--- src/rtl/nivelcarga_if.sv ---
// Board-facing bundle of the charge-level monitor.
// All pins are active-low.
//   nivel_n    : N channel levels, W bits each; true level = ~bits
//   mute_n     : mute button, level signal
//   green_n    : GREEN LED
//   yellow_n   : YELLOW LED
//   critical_n : CRITICAL LED
//   descarga_n : per-channel discharge alert
//   buzzer_n   : buzzer drive
//   estado     : debug state code (0=GREEN, 1=YELLOW, 2=CRITICAL); not inverted
// The master drives the switches; the slave (the monitor) drives LEDs and buzzer.
interface nivelcarga_if #(
   parameter int unsigned N = 2,
   parameter int unsigned W = 4
);
   logic [N*W-1:0] nivel_n;
   logic           mute_n;
   logic           green_n;
   logic           yellow_n;
   logic           critical_n;
   logic [N-1:0]   descarga_n;
   logic           buzzer_n;
   logic [1:0]     estado;

   modport master (
      output nivel_n, mute_n,
      input  green_n, yellow_n, critical_n, descarga_n, buzzer_n, estado
   );

   modport slave (
      input  nivel_n, mute_n,
      output green_n, yellow_n, critical_n, descarga_n, buzzer_n, estado
   );
endinterface

--- src/rtl/nivelcarga_monitor.sv ---
// Clocked N-channel battery charge monitor.
// Sums the registered channel levels and classifies the total as GREEN / YELLOW / CRITICAL
// with hysteresis on improving moves and a DEB-cycle persistence filter. Each channel has
// its own filtered discharge alert. In CRITICAL a buzzer pulses BUZ_HALF low / BUZ_HALF
// high until muted by a falling edge of mute_n.
// Ports:
//   clk   : system clock, rising edge
//   rst_n : asynchronous active-low reset
//   bus   : nivelcarga_if slave modport (switch inputs, LEDs, buzzer, debug state)
module nivelcarga_monitor #(
   parameter int unsigned N        = 2,
   parameter int unsigned W        = 4,
   parameter int unsigned TH_G     = 16,
   parameter int unsigned TH_C     = 8,
   parameter int unsigned TH_D     = 3,
   parameter int unsigned HYST     = 2,
   parameter int unsigned DEB      = 4,
   parameter int unsigned BUZ_HALF = 8
) (
   input logic        clk,
   input logic        rst_n,
   nivelcarga_if.slave bus
);
   localparam int unsigned SW = W + $clog2(N) + 1;
   localparam int unsigned CW = $clog2(DEB + 1);
   localparam int unsigned PW = $clog2(2 * BUZ_HALF);

   localparam logic [SW-1:0] ThG   = SW'(TH_G);
   localparam logic [SW-1:0] ThGUp = SW'(TH_G + HYST);
   localparam logic [SW-1:0] ThC   = SW'(TH_C);
   localparam logic [SW-1:0] ThCUp = SW'(TH_C + HYST);
   localparam logic [SW-1:0] ThD   = SW'(TH_D);
   localparam logic [SW-1:0] ThDUp = SW'(TH_D + HYST);

   typedef enum logic [1:0] {StGreen = 2'd0, StYellow = 2'd1, StCrit = 2'd2} state_e;

   // Input stage; pins at reset value 0 mean every channel is full.
   logic [N*W-1:0] nivel_q;
   logic           mute_q, mute_prev_q;

   state_e          state_q, state_d, target, cand_q, cand_d;
   logic [CW-1:0]   cnt_q, cnt_d;
   logic [N-1:0]    alert_q, alert_d, alert_tgt;
   logic [CW-1:0]   dcnt_q [N];
   logic [CW-1:0]   dcnt_d [N];
   logic            muted_q, muted_d;
   logic [PW-1:0]   phase_q, phase_d;

   logic [W-1:0]    lvl [N];
   logic [SW-1:0]   sum;
   logic            mute_fall;

   logic green_n, yellow_n, critical_n, buzzer_n;

   // State register (all sequential state).
   always_ff @(posedge clk or negedge rst_n) begin
      if (!rst_n) begin
         nivel_q     <= '0;
         mute_q      <= 1'b1;
         mute_prev_q <= 1'b1;
         state_q     <= StGreen;
         cand_q      <= StGreen;
         cnt_q       <= '0;
         alert_q     <= '0;
         muted_q     <= 1'b0;
         phase_q     <= '0;
         for (int i = 0; i < N; i++) dcnt_q[i] <= '0;
      end else begin
         nivel_q     <= bus.nivel_n;
         mute_q      <= bus.mute_n;
         mute_prev_q <= mute_q;
         state_q     <= state_d;
         cand_q      <= cand_d;
         cnt_q       <= cnt_d;
         alert_q     <= alert_d;
         muted_q     <= muted_d;
         phase_q     <= phase_d;
         for (int i = 0; i < N; i++) dcnt_q[i] <= dcnt_d[i];
      end
   end

   // Next-state logic.
   always_comb begin
      sum = '0;
      for (int i = 0; i < N; i++) begin
         lvl[i] = ~nivel_q[i*W +: W];
         sum    = sum + SW'(lvl[i]);
      end

      // Worsening moves use raw thresholds, improving moves need the HYST margin.
      target = StGreen;
      case (state_q)
         StGreen: begin
            if (sum < ThC)      target = StCrit;
            else if (sum < ThG) target = StYellow;
            else                target = StGreen;
         end
         StYellow: begin
            if (sum < ThC)          target = StCrit;
            else if (sum >= ThGUp)  target = StGreen;
            else                    target = StYellow;
         end
         StCrit: begin
            if (sum >= ThGUp)       target = StGreen;
            else if (sum >= ThCUp)  target = StYellow;
            else                    target = StCrit;
         end
         default: target = StGreen;
      endcase

      state_d = state_q;
      cand_d  = cand_q;
      cnt_d   = cnt_q;
      if (target == state_q) begin
         cnt_d = '0;
      end else begin
         if (target == cand_q) begin
            cnt_d = cnt_q + CW'(1);
         end else begin
            cand_d = target;
            cnt_d  = CW'(1);
         end
         if (cnt_d == CW'(DEB)) begin
            state_d = cand_d;
            cnt_d   = '0;
         end
      end

      // Per-channel alert: a two-state version of the same filter.
      alert_d   = alert_q;
      alert_tgt = alert_q;
      for (int i = 0; i < N; i++) begin
         dcnt_d[i] = dcnt_q[i];
         if (alert_q[i]) alert_tgt[i] = !(SW'(lvl[i]) >= ThDUp);
         else            alert_tgt[i] = (SW'(lvl[i]) < ThD);
         if (alert_tgt[i] == alert_q[i]) begin
            dcnt_d[i] = '0;
         end else begin
            dcnt_d[i] = dcnt_q[i] + CW'(1);
            if (dcnt_d[i] == CW'(DEB)) begin
               alert_d[i] = alert_tgt[i];
               dcnt_d[i]  = '0;
            end
         end
      end

      // Mute only latches while staying in CRITICAL; leaving or entering clears it.
      mute_fall = mute_prev_q & ~mute_q;
      muted_d   = (state_q == StCrit) && (state_d == StCrit) && (muted_q || mute_fall);

      // Phase is 0 on the entry edge so the first low cycle meets critical_n going low.
      phase_d = '0;
      if ((state_q == StCrit) && (state_d == StCrit)) begin
         if (phase_q == PW'(2 * BUZ_HALF - 1)) phase_d = '0;
         else                                  phase_d = phase_q + PW'(1);
      end
   end

   // Output decode from registered state only.
   always_comb begin
      green_n    = (state_q != StGreen);
      yellow_n   = (state_q != StYellow);
      critical_n = (state_q != StCrit);
      buzzer_n   = !((state_q == StCrit) && !muted_q && (phase_q < PW'(BUZ_HALF)));
   end

   assign bus.green_n    = green_n;
   assign bus.yellow_n   = yellow_n;
   assign bus.critical_n = critical_n;
   assign bus.buzzer_n   = buzzer_n;
   assign bus.descarga_n = ~alert_q;
   assign bus.estado     = state_q;
endmodule

--- src/flat_wrapper.sv ---
// flat-port wrapper written by rule: the top's interface ports become plain ports
module nivelcarga_monitor_flat 
#(
   parameter int unsigned N        = 2,
   parameter int unsigned W        = 4,
   parameter int unsigned TH_G     = 16,
   parameter int unsigned TH_C     = 8,
   parameter int unsigned TH_D     = 3,
   parameter int unsigned HYST     = 2,
   parameter int unsigned DEB      = 4,
   parameter int unsigned BUZ_HALF = 8
)
  (clk, rst_n, bus_nivel_n, bus_mute_n, bus_green_n, bus_yellow_n, bus_critical_n, bus_descarga_n, bus_buzzer_n, bus_estado);
  nivelcarga_if #(.N(N), .W(W)) bus_i ();
  input logic clk;
  input logic rst_n;
  input wire logic [$bits(bus_i.nivel_n)-1:0] bus_nivel_n;
  input wire logic [$bits(bus_i.mute_n)-1:0] bus_mute_n;
  output wire logic [$bits(bus_i.green_n)-1:0] bus_green_n;
  output wire logic [$bits(bus_i.yellow_n)-1:0] bus_yellow_n;
  output wire logic [$bits(bus_i.critical_n)-1:0] bus_critical_n;
  output wire logic [$bits(bus_i.descarga_n)-1:0] bus_descarga_n;
  output wire logic [$bits(bus_i.buzzer_n)-1:0] bus_buzzer_n;
  output wire logic [$bits(bus_i.estado)-1:0] bus_estado;
  assign bus_i.nivel_n = bus_nivel_n;
  assign bus_i.mute_n = bus_mute_n;
  assign bus_green_n = bus_i.green_n;
  assign bus_yellow_n = bus_i.yellow_n;
  assign bus_critical_n = bus_i.critical_n;
  assign bus_descarga_n = bus_i.descarga_n;
  assign bus_buzzer_n = bus_i.buzzer_n;
  assign bus_estado = bus_i.estado;
  nivelcarga_monitor #(.N(N), .W(W), .TH_G(TH_G), .TH_C(TH_C), .TH_D(TH_D), .HYST(HYST), .DEB(DEB), .BUZ_HALF(BUZ_HALF)) u_core (.clk(clk), .rst_n(rst_n), .bus(bus_i));
endmodule
--- config.mk ---
export PLATFORM = sky130hd
export DESIGN_NAME = nivelcarga_monitor_flat
export DESIGN_NICKNAME = d
export VERILOG_FILES = /design/src/rtl/nivelcarga_if.sv /design/src/rtl/nivelcarga_monitor.sv /design/src/flat_wrapper.sv
export SDC_FILE = /design/constraint.sdc
export NUM_CORES = 1
export LEC_CHECK = 0
export CORE_ASPECT_RATIO = 1.5
export CORE_MARGIN = 4
export CORE_UTILIZATION = 55
export CTS_CLUSTER_SIZE = 10
export DETAILED_ROUTE_END_ITERATION = 8
export DONT_BUFFER_PORTS = 1
export PLACE_DENSITY = 0.74
export SLEW_MARGIN = 20
export SYNTH_ARGS = -nofsm -noshare
export SYNTH_HDL_FRONTEND = slang
export SYNTH_SLANG_ARGS = --single-unit
--- constraint.sdc ---
create_clock -name clk -period 7.7 [get_ports clk]
set_clock_uncertainty 0.2 [all_clocks]
set_input_delay 1.155 -clock clk [delete_from_list [all_inputs] [get_ports clk]]
set_output_delay 1.155 -clock clk [all_outputs]
set_load 0.005 [all_outputs]
# ---- Word level (Yosys, flattened, before mapping)
# Cells that the tools add are included.
# Widths: inputs -> output; s select.
dict set report word_totals {
  input_bits 11
  wordCells 81
  output_inout_bits 8
  reg_bits 30
}
dict set report classes {
  n_bitwise 7
  n_eq_ne 13
  order_cmp 9
  reduce_logical 13
  add_sub_neg 5
  mux 22
}
# op n
set ops {}
lappend ops {{$mux 3} 8}
lappend ops {{$mux 2} 7}
lappend ops {{$add 3x1->3 const B} 3}
lappend ops {{$eq 3x3->1 const B} 3}
lappend ops {{$ge 4x3->1 const B} 2}
lappend ops {{$lt 4x2->1 const B} 2}
lappend ops {{$mux 4} 2}
lappend ops {{$not 4->4} 2}
lappend ops {{$ge 6x4->1 const B} 1}
lappend ops {{$ge 6x5->1 const B} 1}
lappend ops {{$lt 6x4->1 const B} 1}
lappend ops {{$lt 6x5->1 const B} 1}
lappend ops {{$pmux 2 s3} 1}
lappend ops {{$add 4x4->5} 1}
lappend ops {{$add 4x1->4 const B} 1}
lappend ops {{$eq 2x2->1} 2}
lappend ops {{$eq 2x2->1 const B} 2}
lappend ops {{$eq 4x4->1 const B} 1}
lappend ops {{$logic_and 1x1->1} 4}
lappend ops {{$logic_not 1->1} 4}
lappend ops {{$lt 4x4->1 const B} 1}
lappend ops {{$mux 1} 4}
lappend ops {{$reduce_and 2->1} 2}
lappend ops {{$not 1->1} 3}
lappend ops {{9 further kinds} 10}

# ---- Logic depth before layout (Yosys ltp)
# Gate-level depths: netlist (run 1).
dict set report depth {
  depth_word 15
  mapped_depth 10
  mapped_depth_nobuf 10
}

# ---- Least setup slack after synthesis (run 1)
# No wires, ideal clock.
dict set report synth_timing {
  path_kind {reg-to-reg}
  start {register u_core.nivel_q[0]}
  end {register u_core.state_q[1] (netlist: u_core.bus.estado[1])}
  n_path_buf 0
  t_required_ns 7.372
  synth_period_minus_slack_ns 2.912
  setup_slack_ns 4.788
  arrival_ns 2.585
  setup_time_ns 0.128
  stages_incl_launch_ff 11
  path_cell_list {dfrtp_1 > inv_1 > ha_1 > fa_1 > xor2_2 > o21bai_1 > a2111oi_2 > nor2_2 > xnor2_2 > nor4_2 > mux2_1}
}
dict set report synth_between {
  elab_chain_cells 12
  word_cells_on_any_way 21
  classes_between {1 x add/sub; 4 x order compare; 3 x eq/ne; 12 x mux; 1 x bitwise}
}
# element line
set synth_lines {}
lappend synth_lines {{start: declaration} nivelcarga_monitor.sv:38} ;# logic [N*W-1:0] nivel_q;
lappend synth_lines {{start signal: assignment} nivelcarga_monitor.sv:69} ;# nivel_q <= bus.nivel_n;
lappend synth_lines {{$not 4->4 *} nivelcarga_monitor.sv:86} ;# lvl[i] = ~nivel_q[i*W +: W];
lappend synth_lines {{$add 4x4->5 *} nivelcarga_monitor.sv:87} ;# sum = sum + SW'(lvl[i]);
lappend synth_lines {{$ge 6x4->1, or another cell as far along} nivelcarga_monitor.sv:105} ;# else if (sum >= ThCUp) target = StYellow;
lappend synth_lines {{$mux 2, or another cell as far along} nivelcarga_monitor.sv:105}
lappend synth_lines {{$mux 2, on equally long branches} {nivelcarga_monitor.sv:104, nivelcarga_monitor.sv:94, nivelcarga_monitor.sv:99}}
lappend synth_lines {{$pmux 2 s3 *} nivelcarga_monitor.sv:92} ;# case (state_q)
lappend synth_lines {{$eq 2x2->1} nivelcarga_monitor.sv:117} ;# if (target == cand_q) begin
lappend synth_lines {{$mux 3} nivelcarga_monitor.sv:117}
lappend synth_lines {{$mux 3} nivelcarga_monitor.sv:114} ;# if (target == state_q) begin
lappend synth_lines {{$eq 3x3->1} nivelcarga_monitor.sv:123} ;# if (cnt_d == CW'(DEB)) begin
lappend synth_lines {{$mux 2} nivelcarga_monitor.sv:123}
lappend synth_lines {{$mux 2 *} nivelcarga_monitor.sv:114}
lappend synth_lines {{net u_core.state_d[1]} nivelcarga_monitor.sv:41} ;# state_e state_q, state_d, target, cand_q, cand_d;
lappend synth_lines {{end signal: assignment} nivelcarga_monitor.sv:61} ;# state_q <= StGreen;
lappend synth_lines {{end signal: assignment} nivelcarga_monitor.sv:72} ;# state_q <= state_d;
lappend synth_lines {{end: declaration} nivelcarga_monitor.sv:41}
# The timed path passes the listed nets; every way through them passes the cells marked *. The select of a mux whose other input is x is not followed.
# A chain may end at the register's enable or synchronous reset.

# ---- Worst setup path in the final report (run 1)
dict set report layout_timing {
  start {register u_core.nivel_q[4]}
  end {register u_core.state_q[1] (netlist: u_core.bus.estado[1])}
}
# Same word-level chain as after synthesis.

==> qor.csv, run 1 <==
stage,metric,value,unit
layout,fillers,230,
layout,stdcell_count,193,
route,via_per_inst,5.87,
floorplan,die-area,3880,um2
yosys,synthArstFlopShare,1.00,
yosys,yosys_register_bits,30,
clock_network,cts_sinks,30,
sta,fmaxAchievable,0.320,GHz
placement,io_buffers,0,
critical_path,worstReg2RegStart,u_core.nivel_q[4],
placement,dpl.hpwl,2200,um
route,routed_wl,2860,um
global_route,grt_pass1_vias,1246,
sta,finalCritPeriodShare,0.406,
sta,whs,168,ps
placement,place_inst,185,
route,route.vias.total,1132,
power_and_ir_drop,pwr-share-clk,0.255,
layout,final_nets,177,
floorplan,rows,23,
clock_network,cts.clk_slew.worst_paths,60,ps
global_route,grt_pass1_wl,5130,um
job,maxCapViolCount,0,
yosys,synth.top_cells.by_count,"dfrtp_1, inv_1, ha_1",
route,ant_nets,0,
yosys,yosysMostFrequentCell,dfrtp_1,
sta,layout_setup_ws,4570,ps
sta,rsz0062_at_grt,no,
critical_path,arrival,3090,ps
floorplan,initial_core_util,0.589,
clock_network,clk-insertion-delay-late,280,ps
status,status,"complete, no violations",
layout,area_delta_synth_final,8.55,%
yosys,synth_cell_type_count,45,
global_route,grt_max_degree,31,
yosys,synth_edf_count,0,
hold_path,min_path_cells,0,
clock_network,htree_levels,2,
floorplan,core_area,2730,um2
clock_network,root_buffer,clkbuf_8,
yosys,yosys_warnings,0,
route,first_pass_iters,4,
floorplan,ioPinCount,19,
power_and_ir_drop,power,490,uW
power_and_ir_drop,irDropWorstVdd,227,uV
critical_path,end_kind,flop,
route,drt_iter0_drc,11,
power_and_ir_drop,p_leak,0.827,nW
clock_network,cts_tree,yes,
layout,drive_gt1_frac,0.141,
global_route,grt_overflow,0,
yosys,syn_area_per_cell,10.9,um2
power_and_ir_drop,powerDensity,280,nW/um2
critical_path,cp_max_fo,5,
yosys,synth_top_cell_by_area,dfrtp_1,
yosys,synth_area_leaders,"dfrtp_1, ha_1, dfstp_2",
power_and_ir_drop,switching_power,161,uW
sta,slew-limit-headroom,0.667,
floorplan,die_h,74.3,um
power_and_ir_drop,pwr-share-seq,0.461,
layout,seqCellArea,753,um2
critical_path,worst_ep_required_time,7660,ps
sta,maxSlewViolCount,0,
yosys,synthCells,148,
critical_path,rr_worst_depth,10,
critical_path,reg2reg_slack,4570,ps
power_and_ir_drop,pwr-share-comb,0.283,
sta,hold_viol,0,
sta,worstMarginPinSlew,499,ps
placement,postPlaceCellArea,1660,um2
critical_path,crit_path_start,u_core.nivel_q[4],
yosys,ys.flop_type,dfrtp_1,
sta,finalCriticalPeriod,3130,ps
sta,setup_tns,0,ps
critical_path,cp-start-kind,flop,
route,drc,0,
global_route,grtUsageTotal,0.181,
layout,diodes,0,
yosys,ys_seq_area_frac,0.468,
yosys,netlist.area_leader.share,0.435,
layout,final_area,1750,um2
placement,place_ws,4590,ps
critical_path,worstSetupPathType,flop to flop,
clock_network,cts_setup_buffers,0,
critical_path,critPathCapture,u_core.bus.estado[1],
floorplan,die_w,52.2,um
route,wl_per_cell,14.8,um
power_and_ir_drop,intPower,329,uW
critical_path,timing.rr.end,u_core.bus.estado[1],
power_and_ir_drop,swShare,0.328,
yosys,syn_nets,170,
layout,multi_input_area,808,um2
clock_network,cts_made_buffers,5,
global_route,antenna_found_initial,0,
placement,routabilityCongestion,0.871,
yosys,synth_area,1610,um2
clock_network,hold_buffers,0,
clock_network,clk_path_buf_depth,2,
clock_network,ctsResizeCount,0,
layout,fin_util,0.639,
sta,report.final.setup_viol,0,
hold_path,hold_class,flop to flop,
-- sequential cells by signal, indices dropped and copies added (netlist names) --
register and flops:
u_core.bus.estado 2, u_core.phase_q 4, u_core.dcnt_q 6, u_core.alert_q 2
u_core.mute_prev_q 1, u_core.cand_q 2, u_core.cnt_q 3, u_core.mute_q 1
u_core.muted_q 1, u_core.nivel_q 8
-- per-layer routing --
| layer | GRT usage | vias up | share of wire |
|---|---|---|---|
| met1 | 0.165 | 552 | 0.37 |
| li1 | - | 545 | - |
| met3 | 0.0721 | 9 | 0.059 |
| met2 | 0.333 | 26 | 0.55 |
| met4 | 0.0966 | 0 | 0.025 |
| met5 | 0 | - | 0 |
-- how the worst min path moves through the flow --
stage | from | endpoint | slack, ps
finish | u_core.mute_q | u_core.mute_prev_q | 170
global route | u_core.mute_q | u_core.mute_prev_q | 170
CTS | u_core.mute_q | u_core.mute_prev_q | 170
detailed placement | u_core.mute_q | u_core.mute_prev_q | 160
global placement | u_core.mute_q | u_core.mute_prev_q | 160
floorplan | u_core.mute_q | u_core.mute_prev_q | 150
-- power by group through the flow --
stage | clock network, mW | logic (mW) | registers, mW
after floorplan | 0 | 0.116 | 0.220
after global placement | 0 | 0.132 | 0.224
after detailed placement | 0 | 0.140 | 0.229
after CTS | 0.130 | 0.142 | 0.226
after global routing | 0.139 | 0.159 | 0.233
final | 0.125 | 0.139 | 0.226
-- cell type report --
class                   instances  area share
inverters                      13      0.0279
clock buffers                   7      0.0494
flip-flops and latches         30       0.431
well taps                      37      0.0265
clock inverters                 1     0.00286
multi-input cells             105       0.462
-- worst max-delay path, stage by stage, from the launching register on --
cell and delay (ps):
dfrtp_1 360, inv_1 80, ha_1 220, fa_1 460, xor2_2 260, o21bai_1 110
a2111oi_2 400, nor2_2 130, xnor2_2 190, nor4_2 270, mux2_1 340
-- cells in the final DEF (no fill, tap or decap), types with 2 or more instances in the layout --
master     count
o21ai_0        5
dfrtp_1       28
nor3b_1        4
clkbuf_8       6
a2111oi_0      2
a21oi_1        6
nor4_2         2
inv_1         12
nor3_1         8
nand2_1        8
nor2b_1        4
o22ai_1        3
ha_1          10
a22oi_1        3
and3_1         2
dfstp_2        2
nor4_1         2
xor2_1         3
nor2_1         6
and2_1         5
nand2b_1       3
a211oi_1       6
-- kinds of logic after synthesis --
logic type	Yosys count	synth area share
buffers and inverters	13	0.0303
and+or+nand+nor	50	0.179
muxes	2	0.0132
AOI/OAI and AO/OA	35	0.161
DFF	30	0.468
adders and majority gates	11	0.0901
xor gates and xnor gates	7	0.0591
No activity file was read; power rests on OpenSTA's default activity.
==> run 2: changes to the inputs <==
==> constraint.sdc (replaced) <==
create_clock -name clk -period 3.25 [get_ports clk]
set_clock_uncertainty 0.2 [all_clocks]
set_input_delay 0.4875 -clock clk [delete_from_list [all_inputs] [get_ports clk]]
set_output_delay 0.4875 -clock clk [all_outputs]
set_load 0.005 [all_outputs]
==> qor.csv, run 2 (synthesis results as in run 1) <==
stage,metric,value,unit,change
critical_path,arrival,3030,ps,-60 ps
floorplan,rows,23,,unchanged
job,maxCapViolCount,0,,unchanged
route,first_pass_iters,4,,unchanged
floorplan,die_w,52.2,um,unchanged
sta,whs,40.5,ps,-127 ps
global_route,grt_overflow,0,,unchanged
critical_path,end_kind,flop,,
power_and_ir_drop,pwr-share-clk,0.230,,-0.025
power_and_ir_drop,irDropWorstVdd,391,uV,+72%
clock_network,cts_tree,yes,,
route,via_per_inst,5.81,,-0.99%
critical_path,crit_path_start,u_core.nivel_q[4],,
global_route,grtUsageTotal,0.184,,+0.00333
floorplan,ioPinCount,19,,unchanged
layout,area_delta_synth_final,11.0,%,
layout,top_regs,"u_core.nivel_q x8, u_core.dcnt_q x6, u_core.phase_q x4",,
layout,regMostFlops,u_core.nivel_q,,
placement,io_buffers,0,,unchanged
power_and_ir_drop,p_leak,0.844,nW,+2.1%
clock_network,clk_path_buf_depth,2,,unchanged
critical_path,worstSetupPathType,flop to flop,,
floorplan,initial_core_util,0.589,,unchanged
route,drc,0,,unchanged
layout,largest_register_ffs,8,,unchanged
power_and_ir_drop,intPower,768,uW,+130%
route,route.vias.total,1144,,+1.1%
clock_network,cts_made_buffers,5,,unchanged
power_and_ir_drop,switching_power,389,uW,+140%
sta,finalCriticalPeriod,3070,ps,-55.8 ps
status,status,"complete, no violations",,
placement,dpl.hpwl,2280,um,+3.5%
layout,stdcell_count,197,,+2.1%
clock_network,ctsResizeCount,0,,unchanged
sta,maxSlewViolCount,0,,unchanged
layout,mostFrequentLayoutCell,dfrtp_1,,
route,wl_per_cell,15.5,um,+4.9%
floorplan,die_h,74.3,um,unchanged
critical_path,reg2reg_slack,180,ps,-4390 ps
power_and_ir_drop,power,1.16,mW,+140%
layout,final_nets,182,,+2.8%
placement,place_inst,186,,+0.54%
sta,slew-limit-headroom,0.669,,+0.00230
hold_path,hold_class,input pin to flop,,
floorplan,core_area,2730,um2,unchanged
critical_path,cp_max_fo,5,,unchanged
layout,fin_util,0.654,,+0.0146
floorplan,die-area,3880,um2,unchanged
sta,finalCritPeriodShare,0.945,,+0.539
clock_network,clk-insertion-delay-late,280,ps,about the same
global_route,grt_pass1_wl,5190,um,+1.2%
global_route,antenna_found_initial,0,,unchanged
layout,diodes,0,,unchanged
power_and_ir_drop,pwr-share-seq,0.465,,+0.004
power_and_ir_drop,powerDensity,647,nW/um2,+130%
sta,layout_setup_ws,180,ps,-4390 ps
critical_path,worst_ep_required_time,3210,ps,-4450 ps
critical_path,cp-start-kind,flop,,
global_route,grt_pass1_vias,1187,,-4.7%
hold_path,hold_start,bus_nivel_n[1],,
route,routed_wl,3060,um,+7.0%
layout,layout_common_cells,"dfrtp_1, inv_1, ha_1",,
sta,worstMarginPinSlew,484,ps,-16.0 ps
global_route,grt_max_degree,31,,unchanged
clock_network,cts_sinks,30,,unchanged
sta,report.final.setup_viol,0,,unchanged
power_and_ir_drop,swShare,0.336,,+0.00809
critical_path,worstReg2RegStart,u_core.nivel_q[4],,
clock_network,htree_levels,2,,unchanged
sta,fmaxAchievable,0.326,GHz,+1.8%
clock_network,root_buffer,clkbuf_8,,
route,drt_iter0_drc,47,,+36
sta,hold_viol,0,,unchanged
clock_network,cts.clk_slew.worst_paths,60,ps,about the same
placement,routabilityCongestion,0.860,,-1.3%
power_and_ir_drop,pwr-share-comb,0.305,,+0.022
layout,drive_gt1_frac,0.144,,+0.00272
placement,place_ws,146,ps,-4450 ps
route,ant_nets,0,,unchanged
==> run 2: cell count changes in the layout (fill, tap and decap cells not counted) <==
cell,before,now
dlygate4sd3_1,0,2
clkinv_2,1,0
buf_12,0,1
clkbuf_1,1,2
buf_4,0,2
clkbuf_8,6,5
==> run 2: worst max-delay path: stages (launching register included) <==
cell      delay (ps)
dfrtp_1          350
inv_1             70
ha_1             220
fa_1             450
xor2_2           190
a211oi_1         340
o221a_2          260
nor2_2            70
xnor2_2          190
nor4_2           270
mux2_1           340
==> run 2: power groups by stage <==
stage | clock network [mW] | logic (mW) | registers, mW
final | 0.266 | 0.353 | 0.538
after global routing | 0.290 | 0.399 | 0.550
after CTS | 0.277 | 0.354 | 0.537
after detailed placement | 0 | 0.337 | 0.544
after global placement | 0 | 0.318 | 0.531
after floorplan | 0 | 0.275 | 0.521
==> run 2: what timing repair did <==
action                                  CTS  global route
endpoints found under the hold margin    31             0
hold buffers                              3             0
endpoints found under the setup margin    0             1
buffers inserted                          0             1
==> run 2: per-stage QoR <==
step | setup TNS, ps | cell area [um2]
after floorplan | 0 | 1610
final | 0 | 1790
after CTS | 0 | 1780
after detailed placement | 0 | 1660
after global routing | -6.91 | 1790
after global placement | 0 | 1660
==> run 2: final cells by class <==
type / instances / area [um2]
Inverter: 13 / 48.8
Timing Repair Buffer: 5 / 55.1
Clock buffer: 7 / 76.3
Tap cell: 37 / 46.3
Sequential cell: 30 / 753
Fill cell: 209 / 946
Multi-Input combinational cell: 105 / 808
==> run 2: worst paths after layout <==
check                                             to  cells after the start
worst min-delay path               u_core.nivel_q[1]                      0
worst min register to register    u_core.mute_prev_q                      0
worst max register to register  u_core.bus.estado[1]                     10
max in group asynchronous              u_core.mute_q                      2
min in group asynchronous            u_core.cnt_q[1]                      2
worst max-delay path            u_core.bus.estado[1]                     10
==> run 2: per-layer routing <==
metal  routed length, um  global-route usage
met5                   0                   0
met3                 175              0.0721
met4                  49              0.0597
met2                1640               0.337
met1                1200               0.188
